--- src/rtl/mem_access_unit_if.sv ---
// Data-bus interface of the memory-stage load/store unit: one registered
// request held until a single-cycle ack strobe from the slave.
interface mem_access_unit_if;
    logic        dbus_req;
    logic        dbus_we;
    logic [31:0] dbus_addr;
    logic [31:0] dbus_wdata;
    logic [3:0]  dbus_be;
    logic [31:0] dbus_rdata;
    logic        dbus_ack;

    // Handshake: master raises dbus_req with addr/we/wdata/be stable and keeps
    // them unchanged until the cycle in which the slave pulses dbus_ack (which
    // also qualifies dbus_rdata); an ack seen while dbus_req is low is ignored.
    modport master (
        output dbus_req, dbus_we, dbus_addr, dbus_wdata, dbus_be,
        input  dbus_rdata, dbus_ack
    );
    modport slave (
        input  dbus_req, dbus_we, dbus_addr, dbus_wdata, dbus_be,
        output dbus_rdata, dbus_ack
    );
endinterface

--- src/rtl/mem_access_unit.sv ---
// Memory-stage load/store unit: IDLE/REQ/DONE bus transaction with pipeline stall,
// load extraction and bus timeout. Optional macro MEM_MISALIGN_TRAP_EN traps misaligned H/W.
module mem_access_unit #(
    parameter int TIMEOUT = 16
) (
    input  logic        clk,
    input  logic        reset,
    input  logic        MemReadM,
    input  logic        MemWriteM,
    input  logic [31:0] ALUResultM,
    input  logic [31:0] WriteDataM,
    input  logic [2:0]  Funct3M,
    output logic [31:0] ReadDataM,
    output logic        StallM,
    output logic        BusErrM,
    output logic        MisalignM,
    output logic [1:0]  dbg_state_o,
    mem_access_unit_if.master dbus
);

    localparam int CW = $clog2(TIMEOUT + 1);

    typedef enum logic [1:0] {
        S_IDLE = 2'd0,
        S_REQ  = 2'd1,
        S_DONE = 2'd2
    } state_t;

    state_t        state_q, state_d;
    logic          req_q;
    logic          we_q;
    logic [31:0]   addr_q;
    logic [31:0]   wdata_q;
    logic [3:0]    be_q;
    logic [1:0]    lane_q;
    logic [2:0]    f3_q;
    logic [CW-1:0] cnt_q;
    logic [31:0]   data_q;
    logic          buserr_q;

    logic          access;
    logic          is_b, is_h, is_w;
    logic [1:0]    eff_lo;
    logic [3:0]    be_calc;
    logic [31:0]   wdata_calc;
    logic [31:0]   lane_word;
    logic [31:0]   ext;
    logic          timeout_hit;
    logic          trap_now;

    assign access = MemReadM | MemWriteM;
    assign is_b   = (Funct3M[1:0] == 2'b00);
    assign is_h   = (Funct3M[1:0] == 2'b01);
    assign is_w   = ~is_b & ~is_h;

`ifdef MEM_MISALIGN_TRAP_EN
    logic misalign_q;
    assign trap_now = (is_h & ALUResultM[0]) | (is_w & (ALUResultM[1:0] != 2'b00));
`else
    assign trap_now = 1'b0;
`endif

    // Offending low bits are dropped so an unaligned H/W lands on its containing lane group.
    always_comb begin
        eff_lo = ALUResultM[1:0];
        if (is_h)      eff_lo[0] = 1'b0;
        else if (is_w) eff_lo    = 2'b00;
    end

    always_comb begin
        be_calc    = 4'b1111;
        wdata_calc = WriteDataM;
        if (is_b) begin
            be_calc    = 4'b0001 << eff_lo;
            wdata_calc = {4{WriteDataM[7:0]}};
        end else if (is_h) begin
            be_calc    = 4'b0011 << {eff_lo[1], 1'b0};
            wdata_calc = {2{WriteDataM[15:0]}};
        end
    end

    always_comb begin
        lane_word = dbus.dbus_rdata >> {lane_q, 3'b000};
        unique case (f3_q[1:0])
            2'b00:   ext = f3_q[2] ? {24'b0, lane_word[7:0]}
                                   : {{24{lane_word[7]}}, lane_word[7:0]};
            2'b01:   ext = f3_q[2] ? {16'b0, lane_word[15:0]}
                                   : {{16{lane_word[15]}}, lane_word[15:0]};
            default: ext = dbus.dbus_rdata;
        endcase
    end

    assign timeout_hit = (cnt_q == CW'(TIMEOUT - 1));

    always_ff @(posedge clk or posedge reset) begin
        if (reset) state_q <= S_IDLE;
        else       state_q <= state_d;
    end

    always_comb begin
        state_d = state_q;
        unique case (state_q)
            S_IDLE:  if (access) state_d = trap_now ? S_DONE : S_REQ;
            S_REQ:   if (dbus.dbus_ack || timeout_hit) state_d = S_DONE;
            S_DONE:  state_d = S_IDLE;
            default: state_d = S_IDLE;
        endcase
    end

    always_comb begin
        StallM    = 1'b0;
        BusErrM   = 1'b0;
        MisalignM = 1'b0;
        unique case (state_q)
            S_IDLE: StallM = access;
            S_REQ:  StallM = 1'b1;
            S_DONE: begin
                BusErrM = buserr_q;
`ifdef MEM_MISALIGN_TRAP_EN
                MisalignM = misalign_q;
`endif
            end
            default: StallM = 1'b0;
        endcase
        if (reset) StallM = 1'b0;
    end

    always_ff @(posedge clk or posedge reset) begin
        if (reset) begin
            req_q    <= 1'b0;
            we_q     <= 1'b0;
            addr_q   <= '0;
            wdata_q  <= '0;
            be_q     <= '0;
            lane_q   <= '0;
            f3_q     <= '0;
            cnt_q    <= '0;
            data_q   <= '0;
            buserr_q <= 1'b0;
`ifdef MEM_MISALIGN_TRAP_EN
            misalign_q <= 1'b0;
`endif
        end else begin
            unique case (state_q)
                S_IDLE: if (access) begin
                    cnt_q    <= '0;
                    buserr_q <= 1'b0;
                    data_q   <= '0;
                    lane_q   <= eff_lo;
                    f3_q     <= Funct3M;
`ifdef MEM_MISALIGN_TRAP_EN
                    misalign_q <= trap_now;
`endif
                    if (!trap_now) begin
                        req_q   <= 1'b1;
                        we_q    <= MemWriteM;
                        addr_q  <= {ALUResultM[31:2], 2'b00};
                        be_q    <= be_calc;
                        wdata_q <= wdata_calc;
                    end
                end
                S_REQ: begin
                    cnt_q <= cnt_q + CW'(1);
                    if (dbus.dbus_ack) begin
                        req_q  <= 1'b0;
                        data_q <= ext;
                    end else if (timeout_hit) begin
                        req_q    <= 1'b0;
                        buserr_q <= 1'b1;
                        data_q   <= '0;
                    end
                end
                default: ;
            endcase
        end
    end

    assign ReadDataM       = data_q;
    assign dbg_state_o     = state_q;
    assign dbus.dbus_req   = req_q;
    assign dbus.dbus_we    = we_q;
    assign dbus.dbus_addr  = addr_q;
    assign dbus.dbus_wdata = wdata_q;
    assign dbus.dbus_be    = be_q;

endmodule

--- src/flat_wrapper.sv ---
// flat-port wrapper written by rule: the top's interface ports become plain ports
module mem_access_unit_flat 
#(
    parameter int TIMEOUT = 16
)
  (clk, reset, MemReadM, MemWriteM, ALUResultM, WriteDataM, Funct3M, ReadDataM, StallM, BusErrM, MisalignM, dbg_state_o, dbus_dbus_req, dbus_dbus_we, dbus_dbus_addr, dbus_dbus_wdata, dbus_dbus_be, dbus_dbus_rdata, dbus_dbus_ack);
  mem_access_unit_if dbus_i ();
  input  logic clk;
  input  logic reset;
  input  logic MemReadM;
  input  logic MemWriteM;
  input  logic [31:0] ALUResultM;
  input  logic [31:0] WriteDataM;
  input  logic [2:0] Funct3M;
  output logic [31:0] ReadDataM;
  output logic StallM;
  output logic BusErrM;
  output logic MisalignM;
  output logic [1:0] dbg_state_o;
  output wire logic [$bits(dbus_i.dbus_req)-1:0] dbus_dbus_req;
  output wire logic [$bits(dbus_i.dbus_we)-1:0] dbus_dbus_we;
  output wire logic [$bits(dbus_i.dbus_addr)-1:0] dbus_dbus_addr;
  output wire logic [$bits(dbus_i.dbus_wdata)-1:0] dbus_dbus_wdata;
  output wire logic [$bits(dbus_i.dbus_be)-1:0] dbus_dbus_be;
  input wire logic [$bits(dbus_i.dbus_rdata)-1:0] dbus_dbus_rdata;
  input wire logic [$bits(dbus_i.dbus_ack)-1:0] dbus_dbus_ack;
  assign dbus_dbus_req = dbus_i.dbus_req;
  assign dbus_dbus_we = dbus_i.dbus_we;
  assign dbus_dbus_addr = dbus_i.dbus_addr;
  assign dbus_dbus_wdata = dbus_i.dbus_wdata;
  assign dbus_dbus_be = dbus_i.dbus_be;
  assign dbus_i.dbus_rdata = dbus_dbus_rdata;
  assign dbus_i.dbus_ack = dbus_dbus_ack;
  mem_access_unit #(.TIMEOUT(TIMEOUT)) u_core (.clk(clk), .reset(reset), .MemReadM(MemReadM), .MemWriteM(MemWriteM), .ALUResultM(ALUResultM), .WriteDataM(WriteDataM), .Funct3M(Funct3M), .ReadDataM(ReadDataM), .StallM(StallM), .BusErrM(BusErrM), .MisalignM(MisalignM), .dbg_state_o(dbg_state_o), .dbus(dbus_i));
endmodule
--- config.mk ---
export PLATFORM = sky130hd
export DESIGN_NAME = mem_access_unit_flat
export DESIGN_NICKNAME = d
export VERILOG_FILES = /design/src/rtl/mem_access_unit_if.sv /design/src/rtl/mem_access_unit.sv /design/src/flat_wrapper.sv
export SDC_FILE = /design/constraint.sdc
export NUM_CORES = 1
export LEC_CHECK = 0
export BUFFER_PORTS_ARGS = -buffer_cell sky130_fd_sc_hd__buf_2
export CAP_MARGIN = 20
export CORE_UTILIZATION = 52
export DETAILED_ROUTE_END_ITERATION = 7
export PLACE_DENSITY = 0.95
export REMOVE_ABC_BUFFERS = 1
export SLEW_MARGIN = 20
export SYNTH_ARGS = -nofsm -noshare
export SYNTH_HDL_FRONTEND = slang
export SYNTH_SLANG_ARGS = --single-unit
--- constraint.sdc ---
create_clock -name clk -period 8.5 [get_ports clk]
set_input_delay 1.7 -clock clk [delete_from_list [all_inputs] [get_ports clk]]
set_output_delay 1.7 -clock clk [all_outputs]
set_load 0.05 [all_outputs]
Word level (Yosys, flattened, before mapping)
Cells that the tools add are included.
Operators by class
  $add $sub $neg: 1
  equality and inequality tests: 10
  shifts and indexed selects: 3
  muxes and demuxes: 30
  bitwise logic cells: 4
  reduce and logical (&&, ||, !) cells: 10
Operators by type and width (count)
  $mux 32: 7
  $pmux 32 s2: 2
  $shr 32x5->16: 1
  $mux 1: 10
  $pmux 5 s2: 1
  $mux 4: 2
  $eq 2x1->1 const B: 3
  $logic_not 2->1: 3
  $mux 2: 3
  $ne 2x1->1 const B: 3
  $pmux 1 s2: 3
  $reduce_and 2->1: 3
  $add 5x1->5 const B: 1
  $eq 5x4->1 const B: 1
  $mux 5: 1
  $pmux 2 s2: 1
  $reduce_and 4->1: 1
  $shl 1x2->4 const A: 1
  $shl 2x2->4 const A: 1
  $ne 3x2->1 const B: 1
  $reduce_and 3->1: 1
  $eq 2x2->1 const B: 1
  $ne 2x2->1 const B: 1
  $not 1->1: 2
  4 further kinds: 4
Word-level totals
  flip-flop bits (word level): 113
  input port bits: 104
  output and inout port bits: 107
  logic and storage cells: 69

Logic depth before layout (Yosys ltp)
Gate-level depths: netlist (run 1).
  word-level depth: 8
  depth in mapped cells: 8

Least setup slack after synthesis (run 1)
OpenSTA, ideal clock, no wires.
  path type: input to output
  start point: input port MemWriteM
  end point: output port StallM
  arrival: 2.706 ns
  data required time: 6.800 ns
  slack: 4.094 ns
  stages on the path: 3
  buffers on the path: 0
  cell sequence: nor3_1 > or2_2 > nor2_1
On the way
  word-level cells in the longest chain between the ends: 3
Ends and longest elaborated chain
  start: declaration: line flat_wrapper.sv:11  | input logic MemWriteM;
  $or 1x1->1: line mem_access_unit.sv:51  | assign access = MemReadM | MemWriteM;
  $pmux 1 s2: line mem_access_unit.sv:114  | unique case (state_q)
  $mux 1: line mem_access_unit.sv:125  | if (reset) StallM = 1'b0;
  end: declaration: line flat_wrapper.sv:16  | output logic StallM;
No other way between the ends.

Worst setup path in the final report (run 1)
Same ends and word-level chain as after synthesis.

==> results of run 1 <==
## synth_stat cells
master	instances
sky130_fd_sc_hd__nand2_1	184
sky130_fd_sc_hd__dfrtp_1	113
sky130_fd_sc_hd__o21ai_0	73
sky130_fd_sc_hd__mux2i_1	31
sky130_fd_sc_hd__clkbuf_1	29
sky130_fd_sc_hd__nor2_1	22
sky130_fd_sc_hd__a21oi_1	21
sky130_fd_sc_hd__a22oi_1	17
sky130_fd_sc_hd__o21ai_1	10
sky130_fd_sc_hd__nand2b_1	8
sky130_fd_sc_hd__a22o_1	6
sky130_fd_sc_hd__inv_1	6
sky130_fd_sc_hd__o2bb2ai_1	5
sky130_fd_sc_hd__nor2b_1	4
sky130_fd_sc_hd__buf_2	3
sky130_fd_sc_hd__buf_4	3
sky130_fd_sc_hd__mux2_2	3
sky130_fd_sc_hd__nor3_1	3
sky130_fd_sc_hd__buf_1	2
sky130_fd_sc_hd__buf_6	2
sky130_fd_sc_hd__ha_1	2
sky130_fd_sc_hd__nand3_1	2
sky130_fd_sc_hd__nor3b_1	2
sky130_fd_sc_hd__a211o_1	1
sky130_fd_sc_hd__a221o_1	1
sky130_fd_sc_hd__a222oi_1	1
sky130_fd_sc_hd__a31oi_1	1
sky130_fd_sc_hd__and2_1	1
sky130_fd_sc_hd__and3_1	1
sky130_fd_sc_hd__and3b_1	1
sky130_fd_sc_hd__conb_1	1
sky130_fd_sc_hd__mux2_4	1
sky130_fd_sc_hd__nand3b_1	1
sky130_fd_sc_hd__nand4_1	1
sky130_fd_sc_hd__o2111a_1	1
sky130_fd_sc_hd__o21ai_2	1
sky130_fd_sc_hd__o22ai_1	1
sky130_fd_sc_hd__o31ai_1	1
sky130_fd_sc_hd__or2_2	1
## cell type report
class | instances | area [um^2]
clock buffers | 17 | 414.1
diodes | 1 | 2.502
repair buffers | 211 | 1066
fillers | 669 | 2614
multi-input cells | 411 | 2155
flip-flops and latches | 113 | 2828
clock inverters | 15 | 150.1
inverters | 6 | 25.02
well taps | 129 | 161.4
## routing by layer
layer / global-route usage, % / share of wire [%] / vias to the layer above
met1: 34.05 / 37 / 2382
met5: 0 / 0 / -
met3: 8.696 / 10 / 45
li1: - / - / 2309
met2: 48.49 / 50 / 304
met4: 15.27 / 2.8 / 0
## through the flow
stage / area, um^2 / utilization, % / total power [W] / cells / setup slack, ns
after floorplan: 4989 / - / 0.002256 / 530 / 3.232
after global placement: 6235 / 66.22 / 0.002660 / 870 / 4.216
after detailed placement: 6235 / 66.22 / 0.002723 / 870 / 4.207
after CTS: 6799 / 72.21 / 0.003404 / 902 / 4.204
after global routing: 6802 / 72.24 / 0.003573 / 903 / 4.121
final: 6802 / 72.24 / 0.003397 / 903 / 4.208
## logic make-up (layout without fill, tap and decap cells)
| logic type | after synthesis | count (layout) |
|---|---|---|
| AND/OR/NAND/NOR | 231 | 231 |
| AO/OA/AOI/OAI | 140 | 140 |
| flip-flops | 113 | 113 |
| buffers and inverters | 45 | 249 |
| multiplexers | 35 | 35 |
| adder cells (fa/ha/maj) | 2 | 2 |
| other | 1 | 4 |
## state kept, by name (all words and copies together) (netlist names)
register	cells
u_core.ReadDataM	32
u_core.dbus.dbus_wdata	32
u_core.dbus.dbus_addr	30
u_core.cnt_q	5
u_core.dbus.dbus_be	4
u_core.f3_q	3
u_core.dbg_state_o	2
u_core.lane_q	2
u_core.buserr_q	1
u_core.dbus.dbus_req	1
u_core.dbus.dbus_we	1
## critical path: stages
cell and delay (ns):
sky130_fd_sc_hd__buf_2 0.13, sky130_fd_sc_hd__nor3_1 0.07, sky130_fd_sc_hd__or2_2 0.33, sky130_fd_sc_hd__nor2_1 0.09, sky130_fd_sc_hd__buf_2 0.26
## final timing paths
| kind | startpoint | end | slack [ns] | depth (start not counted) |
|---|---|---|---|---|
| max in group asynchronous | reset | u_core.dbg_state_o[1] | 5.98 | 3 |
| hold / removal | u_core.dbus.dbus_wdata[6] | u_core.dbus.dbus_wdata[6] | 0.47 | 2 |
| setup / recovery | MemWriteM | StallM | 4.21 | 5 |
| setup reg to reg | u_core.cnt_q[0] | u_core.ReadDataM[17] | 5.94 | 7 |
| min in group asynchronous | reset | u_core.dbus.dbus_we | 1.31 | 2 |
| hold reg to reg | u_core.dbus.dbus_wdata[6] | u_core.dbus.dbus_wdata[6] | 0.47 | 2 |
## where the power goes
group	total [W]	switching (W)	internal [W]
Combinational	0.00175	0.00136	0.000388
Clock	0.000665	0.000270	0.000395
Sequential	0.000986	0.000194	0.000792
Total	0.00340	0.00182	0.00157
==> results.md, run 1 <==
| Metric | Value |
|:---|:---|
| Wire per inst | 16.13 um |
| Post-layout net count | 866 |
| Clock Latency Late Sink | 0.51 ns |
| Power Dens Cells | 499.4 mW/mm^2 |
| Final routed wirelength across all metal layers | 14.56 mm |
| Endpoints failing setup | 0 |
| Post-CTS Resized | 0 |
| Share of synthesized area occupied by flip-flops and latches | 54.83% |
| Die H | 101.6 um |
| Netlist cell types | 39 |
| Layout cell share with drive strength beyond 1 | 32.60% |
| LEAKAGE | 3.593 nW |
| Simple-gate portion of the synthesized area | 18.03% |
| FMAX | 233.0 MHz |
| Number of placement rows | 35 |
| #FFs+latches synth | 113 |
| Area growth from synthesis to layout | 31.88% |
| Area enclosed by the die boundary | 0.01032 mm^2 |
| Endpoint kind of the worst setup timing path | primary output |
| Sum of negative setup slack | 0 ns |
| Start-to-end type of the worst setup path | primary input to primary output |
| Most area-consuming cells after synthesis | sky130_fd_sc_hd__dfrtp_1 55%, sky130_fd_sc_hd__nand2_1 13%, sky130_fd_sc_hd__o21ai_0 7.1% |
| Die X | 101.6 um |
| Number of levels in the clock H-tree | 4 |
| Highest ir drop seen on vdd | 331.1 uV |
| Mean Syn Cell Area | 9.096 um^2 |
| Overall overflow remaining after global route | 0 |
| Drc violations | 0 |
| Wire length of the first global-routing pass | 23.09 mm |
| Detailed Place HPWL | 10.16 mm |
| Drt via density | 5.581 |
| Setup repair bufs after CTS | 0 |
| Number of standard cells after synthesis | 567 |
| Number of clock sinks seen by CTS | 113 |
| Initial core utilization | 54.78% |
| Synth Area in Compound Gates | 15.77% |
| Clock tree from TritonCTS | built |
| Post-route ant nets | 0 |
| Cts hold-fix bufs | 0 |
| Antenna violations before repair | 1 |
| Status | completed |
| Clock buffer count from CTS | 17 |
| Pin count of the biggest net entering global routing | 100 |
| Synth Area in XOR/XNOR | 0% |
| Portion of netlist area occupied by mux cells | 6.963% |
| 1st-pass router iterations | 5 |
| Worst path arrival time | 2.59 ns |
| Final max-slew violation count | 0 |
| Hold/Removal Path Class | flop to flop |
| Final estimated routing congestion in global placement | 0.9608 |
| Combined global-route utilization of all metal layers | 29.13% |
| Clock-pin slew reported for the worst setup and hold paths after clock tree synthesis | 0.06 ns |
| Fin crit share | 50.49% |
| Cell type with the largest total area after synthesis | sky130_fd_sc_hd__dfrtp_1 |
| Leading cell type in the layout, fill and taps excluded | sky130_fd_sc_hd__buf_2 |
| Final hold violations | 0 |
| Synth warnings | 0 |
| RSZ-0062 raised after global routing | false |
| Hold WS | 0.4702 ns |
| Setup skew after layout | 0.009187 ns |
| Vias in the first global route | 4996 |
| Worst rel slew slack | 28.89% |
| # IOs | 211 |
| First-iteration detailed-routing DRC count | 280 |
| Cell at the root of the clock tree | sky130_fd_sc_hd__clkbuf_8 |
| Dominant combinational cell family by area after synthesis | simple AND/OR/NAND/NOR gates |
| CORE AREA | 0.009415 mm^2 |
| Largest buffer count on any clock path | 2 |
| Max-cap viol count | 0 |
| Transition time of the tightest slew-check pin | 1.067 ns |
| Shortest period the worst path allows | 4.292 ns |
| Via count | 5040 |
| Post-synthesis share of cell area spent on full adders, half adders and majority gates | 0.4852% |
| Critical path startpoint category | primary input |
| Worst Path Max Fanout | 5 |
| Top-area cell type share of the netlist area | 54.83% |
| Critical path data required time | 6.80 ns |
| Most frequent cells in the layout | 207 x sky130_fd_sc_hd__buf_2, 184 x sky130_fd_sc_hd__nand2_1, 113 x sky130_fd_sc_hd__dfrtp_1 |
| Port Buf Inserts | 207 |
| Post-synthesis instance area | 0.005157 mm^2 |
Power figures use the tool's default switching activity.
==> run 2, diff against run 1 <==
--- a/config.mk
+++ b/config.mk
@@ -5,11 +5,12 @@
 export SDC_FILE = /design/constraint.sdc
 export NUM_CORES = 1
 export LEC_CHECK = 0
+export ABC_AREA = 1
 export BUFFER_PORTS_ARGS = -buffer_cell sky130_fd_sc_hd__buf_2
 export CAP_MARGIN = 20
-export CORE_UTILIZATION = 52
+export CORE_UTILIZATION = 44
 export DETAILED_ROUTE_END_ITERATION = 7
-export PLACE_DENSITY = 0.95
+export PLACE_DENSITY = 0.88
 export REMOVE_ABC_BUFFERS = 1
 export SLEW_MARGIN = 20
 export SYNTH_ARGS = -nofsm -noshare
==> constraint.sdc (replaced) <==
create_clock -name clk -period 3.5 [get_ports clk]
set_input_delay 0.7 -clock clk [delete_from_list [all_inputs] [get_ports clk]]
set_output_delay 0.7 -clock clk [all_outputs]
set_load 0.05 [all_outputs]
==> run 2 against run 1 <==
Net effect: design area up 3.9%; global-route usage shrank 5.1 points; synthesized area up 5.2%; largest cell class unchanged; highest routed layer unchanged; synthesized cell count increased by 18%; critical path type is now flop to primary output; combinational power increased by 150%; utilization decreased by 13 points; clock power grew to 2.5 times the previous value; sequential cell count unchanged.
==> results.md, run 2 <==
| Metric | Value | vs previous |
|:---|:---|:---|
| Status | completed | unchanged |
| Final max-slew violation count | 0 | unchanged |
| Max-cap viol count | 0 | unchanged |
| Worst Path Max Fanout | 7 | was 5 |
| # IOs | 211 | unchanged |
| Sum of negative setup slack | 0 ns | unchanged |
| Instance area after placement | 0.006489 mm^2 | was 0.006235 mm^2 |
| Slack of the worst reg-to-reg path | 1.35 ns | was 5.94 ns |
| Worst rel slew slack | 43.81% | was 28.89% |
| Highest ir drop seen on vdd | 931.1 uV | was 331.1 uV |
| Number of cells in the finished layout apart from fillers | 1027 | was 903 |
| Setup skew after layout | 0.004451 ns | was 0.009187 ns |
| Worst-case setup slack after placement | 1.242 ns | was 4.207 ns |
| Clock Latency Late Sink | 0.41 ns | was 0.51 ns |
| Final routed wirelength across all metal layers | 14.83 mm | was 14.56 mm |
| Wire length of the first global-routing pass | 24.25 mm | was 23.09 mm |
| CORE AREA | 0.01201 mm^2 | was 0.009415 mm^2 |
| Combined global-route utilization of all metal layers | 24.06% | was 29.13% |
| Reg-to-reg critical path startpoint | u_core.lane_q[1] | was u_core.cnt_q[0] |
| Power Dens Cells | 1169 mW/mm^2 | was 499.4 mW/mm^2 |
| Setup repair bufs after CTS | 0 | unchanged |
| Top-area cell type share of the netlist area | 52.12% | was 54.83% |
| Overall overflow remaining after global route | 0 | unchanged |
| Die H | 113.0 um | was 101.6 um |
| Die X | 113.0 um | was 101.6 um |
| Synth warnings | 0 | unchanged |
| #FFs+latches synth | 113 | unchanged |
| Reg2Reg Capture Point | u_core.ReadDataM[4] | was u_core.ReadDataM[17] |
| Final design instance area without fill | 0.007068 mm^2 | was 0.006802 mm^2 |
| Clock tree from TritonCTS | built | unchanged |
| Final hold violations | 0 | unchanged |
| Cts hold-fix bufs | 0 | unchanged |
| Post-synthesis instance area | 0.005425 mm^2 | was 0.005157 mm^2 |
| Number of levels in the clock H-tree | 4 | unchanged |
| Port Buf Inserts | 207 | unchanged |
| Netlist cell types | 33 | was 39 |
| Antenna diodes | 0 | was 1 |
| Share of synthesized area occupied by flip-flops and latches | 52.12% | was 54.83% |
| Layout cell share with drive strength beyond 1 | 32.95% | was 32.60% |
| Clock buffer count from CTS | 17 | unchanged |
| Number of standard cells after synthesis | 670 | was 567 |
| Mean Syn Cell Area | 8.097 um^2 | was 9.096 um^2 |
| Top_reg_cell synth | sky130_fd_sc_hd__dfrtp_1 | unchanged |
| Cell type with the largest total area after synthesis | sky130_fd_sc_hd__dfrtp_1 | unchanged |
| Hold/Removal Path Class | primary input to async pin | was flop to flop |
| Pin count of the biggest net entering global routing | 71 | was 100 |
| Area enclosed by the die boundary | 0.01278 mm^2 | was 0.01032 mm^2 |
| Wire per inst | 14.44 um | was 16.13 um |
| Most frequent cells in the layout | 287 x sky130_fd_sc_hd__nand2_1, 207 x sky130_fd_sc_hd__buf_2, 113 x sky130_fd_sc_hd__dfrtp_1 | was 207 x sky130_fd_sc_hd__buf_2, 184 x sky130_fd_sc_hd__nand2_1, 113 x sky130_fd_sc_hd__dfrtp_1 |
| Cell at the root of the clock tree | sky130_fd_sc_hd__clkbuf_16 | was sky130_fd_sc_hd__clkbuf_8 |
| Clock-pin slew reported for the worst setup and hold paths after clock tree synthesis | 0.05 ns | was 0.06 ns |
| Most frequently used cell type in the post-synthesis netlist | sky130_fd_sc_hd__nand2_1 | unchanged |
| Most area-consuming cells after synthesis | sky130_fd_sc_hd__dfrtp_1 52%, sky130_fd_sc_hd__nand2_1 20%, sky130_fd_sc_hd__nand3_1 4.0% | was sky130_fd_sc_hd__dfrtp_1 55%, sky130_fd_sc_hd__nand2_1 13%, sky130_fd_sc_hd__o21ai_0 7.1% |
| Fin crit share | 66.47% |  |
| Post-route ant nets | 0 | unchanged |
| Number of enable-type register cells in the synthesized netlist | 0 | unchanged |
| Endpoint kind of the worst setup timing path | primary output | unchanged |
| Antenna violations before repair | 0 | was 1 |
| Vias in the first global route | 5024 | was 4996 |
| Depth of the worst register-to-register path | 4 | was 7 |
| Post-layout net count | 973 | was 866 |
| Drc violations | 0 | unchanged |
| Detailed Place HPWL | 10.34 mm | was 10.16 mm |
| Total instance count after detailed placement | 995 | was 870 |
| LEAKAGE | 3.888 nW | was 3.593 nW |
| Via count | 5223 | was 5040 |
| First-iteration detailed-routing DRC count | 478 | was 280 |
| Critical path startpoint category | flop | was primary input |
| Top cell types by occurrence after synthesis | 287 x sky130_fd_sc_hd__nand2_1, 113 x sky130_fd_sc_hd__dfrtp_1, 45 x sky130_fd_sc_hd__nor2_1 | was 184 x sky130_fd_sc_hd__nand2_1, 113 x sky130_fd_sc_hd__dfrtp_1, 73 x sky130_fd_sc_hd__o21ai_0 |
| RSZ-0062 raised after global routing | false | unchanged |
| Number of clock sinks seen by CTS | 113 | unchanged |
| Endpoints failing setup | 0 | unchanged |
| Critical path data required time | 2.80 ns | was 6.80 ns |
| Start-to-end type of the worst setup path | flop to primary output | was primary input to primary output |
| Transition time of the tightest slew-check pin | 0.8429 ns | was 1.067 ns |
| Final core utilization | 58.84% | was 72.24% |
| Post-CTS Resized | 0 | unchanged |
| Shortest period the worst path allows | 2.327 ns |  |
| Drt via density | 5.086 | was 5.581 |
| Number of placement rows | 40 | was 35 |
| Worst path arrival time | 1.63 ns | was 2.59 ns |
| 1st-pass router iterations | 5 | unchanged |
| Final estimated routing congestion in global placement | 0.8643 | was 0.9608 |
| FMAX | 429.8 MHz |  |
| Post-layout worst setup margin | 1.173 ns | was 4.208 ns |
| Share of flip-flops with an asynchronous set or reset | 100.0% | unchanged |
| Area growth from synthesis to layout | 30.28% | was 31.88% |
| Largest buffer count on any clock path | 2 | unchanged |
| Leading cell type in the layout, fill and taps excluded | sky130_fd_sc_hd__nand2_1 | was sky130_fd_sc_hd__buf_2 |
| Fillers | 1083 | was 669 |
| Initial core utilization | 45.17% | was 54.78% |
run 2: changes by cell type after synthesis, moves of 10 or more:
cell	before	now
sky130_fd_sc_hd__nor2_1	22	45
sky130_fd_sc_hd__nand3_2	0	14
sky130_fd_sc_hd__buf_2	3	15
sky130_fd_sc_hd__inv_1	6	23
sky130_fd_sc_hd__mux2i_1	31	0
sky130_fd_sc_hd__o21ai_0	73	20
sky130_fd_sc_hd__a22oi_1	17	0
sky130_fd_sc_hd__o211ai_1	0	10
sky130_fd_sc_hd__or2_2	1	14
sky130_fd_sc_hd__clkbuf_1	29	11
sky130_fd_sc_hd__nand3_1	2	43
sky130_fd_sc_hd__nand2_1	184	287
run 2: how the worst max path moves through the flow:
| stage | startpoint | end | cells past startpoint |
|---|---|---|---|
| floorplan | reset | u_core.ReadDataM[0] | 1 |
| global placement | MemWriteM | StallM | 5 |
| detailed placement | MemWriteM | u_core.dbus.dbus_wdata[29] | 6 |
| CTS | u_core.dbg_state_o[0] | StallM | 5 |
| global route | u_core.dbg_state_o[0] | StallM | 5 |
| finish | u_core.dbg_state_o[0] | StallM | 5 |
run 2: through the flow:
| stage | hold slack (ns) | power [W] |
|---|---|---|
| final | 0.4706 | 0.008259 |
| after floorplan | 0.4417 | 0.005452 |
| after global placement | 0.4517 | 0.006497 |
| after CTS | 0.4651 | 0.008302 |
| after global routing | 0.4792 | 0.008741 |
| after detailed placement | 0.4600 | 0.006588 |
run 2: cells by family (layout without fill, tap and decap cells):
group,after synthesis,in the layout,share of synthesized area [%]
other,1,3,0.06912
DFF,113,113,52.12
adders and majority gates,2,2,0.4612
AOI/OAI and AO/OA,72,72,8.141
buffers and inverters,67,275,6.112
and+or+nand+nor,415,415,33.09
run 2: layer usage:
layer / part of all wire [%] / wire [um] / track usage (%)
met4: 1.7 / 249 / 9.912
met1: 43 / 6352 / 30.34
met5: 0 / 0 / 0
met2: 48 / 7049 / 39.80
met3: 7.9 / 1178 / 5.785
run 2: critical path: stages, from the launching register on:
cell and delay (ns):
sky130_fd_sc_hd__dfrtp_1 0.40, sky130_fd_sc_hd__inv_2 0.08, sky130_fd_sc_hd__nor2_4 0.16, sky130_fd_sc_hd__inv_1 0.15, sky130_fd_sc_hd__a21oi_1 0.16, sky130_fd_sc_hd__buf_2 0.27
run 2: power breakdown:
group	switching (W)	total, W	internal [W]
Combinational	0.00331	0.00431	0.000994
Sequential	0.000411	0.00227	0.00186
Clock	0.000620	0.00168	0.00106
Total	0.00434	0.00826	0.00392
run 2: cell type report:
cell class	instances	area, um^2	share of cell area, %
flip-flops and latches	113	2828	40.01
multi-input cells	492	2273	32.16
repair buffers	213	1081	15.29
clock buffers	18	439.2	6.213
well taps	147	183.9	2.602
clock inverters	14	140.1	1.983
inverters	30	122.6	1.735
==> run 3, diff against run 2 <==
--- a/config.mk
+++ b/config.mk
@@ -8,9 +8,9 @@
 export ABC_AREA = 1
 export BUFFER_PORTS_ARGS = -buffer_cell sky130_fd_sc_hd__buf_2
 export CAP_MARGIN = 20
-export CORE_UTILIZATION = 44
+export CORE_UTILIZATION = 49
 export DETAILED_ROUTE_END_ITERATION = 7
-export PLACE_DENSITY = 0.88
+export PLACE_DENSITY = 0.92
 export REMOVE_ABC_BUFFERS = 1
 export SLEW_MARGIN = 20
 export SYNTH_ARGS = -nofsm -noshare
==> constraint.sdc (replaced) <==
create_clock -name clk -period 2.35 [get_ports clk]
set_input_delay 0.47 -clock clk [delete_from_list [all_inputs] [get_ports clk]]
set_output_delay 0.47 -clock clk [all_outputs]
set_load 0.05 [all_outputs]
==> run 3 against run 2 <==
Net effect: power rose by 50%; routed wire length grew 3.4%; cell count unchanged; critical path type unchanged.
==> results.md, run 3 (synthesis gave the netlist of run 2 again) <==
| Metric | Value | vs previous |
|:---|:---|:---|
| Status | completed | unchanged |
| Post-layout net count | 979 | was 973 |
| Final estimated routing congestion in global placement | 0.8843 | was 0.8643 |
| Total area of sequential cells | 0.002828 mm^2 | unchanged |
| Post-route ant nets | 0 | unchanged |
| Wire length of the first global-routing pass | 24.62 mm | was 24.25 mm |
| Layout cell share with drive strength beyond 1 | 33.41% | was 32.95% |
| Worst path arrival time | 1.70 ns | was 1.63 ns |
| Vias in the first global route | 5133 | was 5024 |
| Sequential share of power | 26.9% | was 27.5% |
| LEAKAGE | 3.926 nW | was 3.888 nW |
| FMAX | 460.5 MHz |  |
| Critical path startpoint category | flop | unchanged |
| Leading cell type in the layout, fill and taps excluded | sky130_fd_sc_hd__nand2_1 | unchanged |
| Number of clock sinks seen by CTS | 113 | unchanged |
| CORE AREA | 0.01079 mm^2 | was 0.01201 mm^2 |
| Area enclosed by the die boundary | 0.01150 mm^2 | was 0.01278 mm^2 |
| Worst rel slew slack | 57.56% | was 43.81% |
| Cts hold-fix bufs | 0 | unchanged |
| Number of levels in the clock H-tree | 4 | unchanged |
| Worst-case setup slack after placement | 0.4328 ns | was 1.242 ns |
| Drt via density | 5.174 | was 5.086 |
| Multi-input combinational cell area | 0.002273 mm^2 | unchanged |
| Internal Dissipation | 0.005787 W | was 0.003916 W |
| Clock-pin slew reported for the worst setup and hold paths after clock tree synthesis | 0.06 ns | was 0.05 ns |
| Switch share | 53.32% | was 52.58% |
| Transition time of the tightest slew-check pin | 0.6367 ns | was 0.8429 ns |
| Fin crit share | 92.41% |  |
| Endpoints failing setup | 0 | unchanged |
| Maximum cell stage delay along the critical path | 0.41 ns | was 0.40 ns |
| Endpoint kind of the worst setup timing path | primary output | unchanged |
| Overall overflow remaining after global route | 0 | unchanged |
| Number of placement rows | 38 | was 40 |
| Pin count of the biggest net entering global routing | 62 | was 71 |
| Final max-slew violation count | 0 | unchanged |
| Antenna violations before repair | 1 | was 0 |
| Total net switching power | 0.006609 W | was 0.004343 W |
| Hold/Removal Path Class | primary input to async pin | unchanged |
| Setup repair bufs after CTS | 0 | unchanged |
| Final hold violations | 0 | unchanged |
| Critical path data required time | 1.88 ns | was 2.80 ns |
| Clock tree from TritonCTS | built | unchanged |
| Via count | 5314 | was 5223 |
| Cell-by-cell trace of the critical path | inv_2 > nor2_4 > inv_1 > a21oi_1 > buf_4 | was inv_2 > nor2_4 > inv_1 > a21oi_1 > buf_2 |
| Most frequent cells in the layout | 287 x sky130_fd_sc_hd__nand2_1, 206 x sky130_fd_sc_hd__buf_2, 113 x sky130_fd_sc_hd__dfrtp_1 | was 287 x sky130_fd_sc_hd__nand2_1, 207 x sky130_fd_sc_hd__buf_2, 113 x sky130_fd_sc_hd__dfrtp_1 |
| Clock power share | 19.5% | was 20.3% |
| RSZ-0062 raised after global routing | false | unchanged |
| Final routed wirelength across all metal layers | 15.33 mm | was 14.83 mm |
| Category of cells accounting for the largest share of critical-path delay | buffers and inverters | unchanged |
| Critical path buffers and inverters | 3 | unchanged |
| Initial core utilization | 50.27% | was 45.17% |
| Wire per inst | 14.93 um | was 14.44 um |
| Fillers | 875 | was 1083 |
| Power Dens Cells | 1739 mW/mm^2 | was 1169 mW/mm^2 |
| Slowest stage cell, crit path | sky130_fd_sc_hd__dfrtp_1 | unchanged |
| Max-cap viol count | 0 | unchanged |
| Die H | 107.2 um | was 113.0 um |
| Post-CTS Resized | 0 | unchanged |
| Worst Path Max Fanout | 7 | unchanged |
| Cell at the root of the clock tree | sky130_fd_sc_hd__clkbuf_8 | was sky130_fd_sc_hd__clkbuf_16 |
| Clock buffer count from CTS | 17 | unchanged |
| Port Buf Inserts | 207 | unchanged |
| Sum of negative setup slack | 0 ns | unchanged |
| Setup skew after layout | 0.007062 ns | was 0.004451 ns |
| 1st-pass router iterations | 5 | unchanged |
| Detailed Place HPWL | 10.70 mm | was 10.34 mm |
| Post-layout worst setup margin | 0.1784 ns | was 1.173 ns |
| Final core utilization | 66.06% | was 58.84% |
| First-iteration detailed-routing DRC count | 375 | was 478 |
| Drc violations | 0 | unchanged |
| # IOs | 211 | unchanged |
| Shortest period the worst path allows | 2.172 ns |  |
| Clock Latency Late Sink | 0.51 ns | was 0.41 ns |
| Combinational group share of total power | 53.6% | was 52.1% |
| Highest ir drop seen on vdd | 1175 uV | was 931.1 uV |
| Area growth from synthesis to layout | 31.41% | was 30.28% |
| Die X | 107.2 um | was 113.0 um |
| Largest buffer count on any clock path | 2 | unchanged |
| Total power consumption of the routed design | 0.01240 W | was 0.008259 W |
| Combined global-route utilization of all metal layers | 27.71% | was 24.06% |
| Start-to-end type of the worst setup path | flop to primary output | unchanged |
run 3: cell types whose count changed in the layout (fill, tap and decap cells not counted), moves of 2 or more:
| cell | change |
|---|---|
| sky130_fd_sc_hd__inv_6 | +6 |
| sky130_fd_sc_hd__buf_4 | +4 |
| sky130_fd_sc_hd__clkinv_2 | -4 |
| sky130_fd_sc_hd__buf_12 | +3 |
| sky130_fd_sc_hd__clkinvlp_4 | -2 |
run 3: tightest hold or removal path: cells and delay by family:
kind	cells	cell delay, ns
buf+inv	3	0.46
run 3: metal layers:
| layer | up-vias | share of wire, % | global-route usage, % |
|---|---|---|---|
| met3 | 28 | 7.9 | 7.903 |
| met4 | 0 | 1.5 | 8.806 |
| met2 | 246 | 50 | 47.00 |
| li1 | 2539 | - | - |
| met1 | 2501 | 41 | 34.01 |
| met5 | - | 0 | 0 |
run 3: final cells by class:
type                       instances  area share (%)
clock buffer                      17           5.809
sequential                       113           39.66
inverter                          30           1.720
multi-input combinational        492           31.89
clock inverter                    15           2.071
tap                              140           2.457
timing repair buffer             219           16.36
antenna                            1         0.03510
run 3: power groups by stage:
stage / Sequential (W) / Clock (W) / Combinational, W
floorplan: 0.00588 / 0 / 0.00224
global placement: 0.00333 / 0 / 0.00647
detailed placement: 0.00333 / 0 / 0.00663
CTS: 0.00333 / 0.00245 / 0.00665
global route: 0.00343 / 0.00256 / 0.00714
finish: 0.00333 / 0.00242 / 0.00664
run 3: final timing paths:
check | startpoint | endpoint | slack (ns) | cells past startpoint
worst min-delay path | reset | u_core.cnt_q[2] | 0.02 | 3
max in group asynchronous | reset | u_core.dbus.dbus_wdata[24] | 1.75 | 3
worst max-delay path | u_core.dbg_state_o[0] | StallM | 0.18 | 5
worst max register to register | u_core.cnt_q[0] | u_core.ReadDataM[12] | 0.36 | 12
worst min register to register | u_core.dbus.dbus_addr[11] | u_core.dbus.dbus_addr[11] | 0.47 | 2
min in group clk | ALUResultM[4] | u_core.dbus.dbus_addr[4] | 0.15 | 3
run 3: metrics by stage:
stage / area [um^2] / hold slack [ns] / std cells
3_3_place_gp: 6563 / 0.4524 / 994
4_1_cts: 7124 / 0.02883 / 1026
6_report: 7129 / 0.02036 / 1027
5_1_grt: 7127 / 0.03963 / 1026
3_5_place_dp: 6563 / 0.4593 / 994
2_1_floorplan: 5221 / 0.4417 / 635
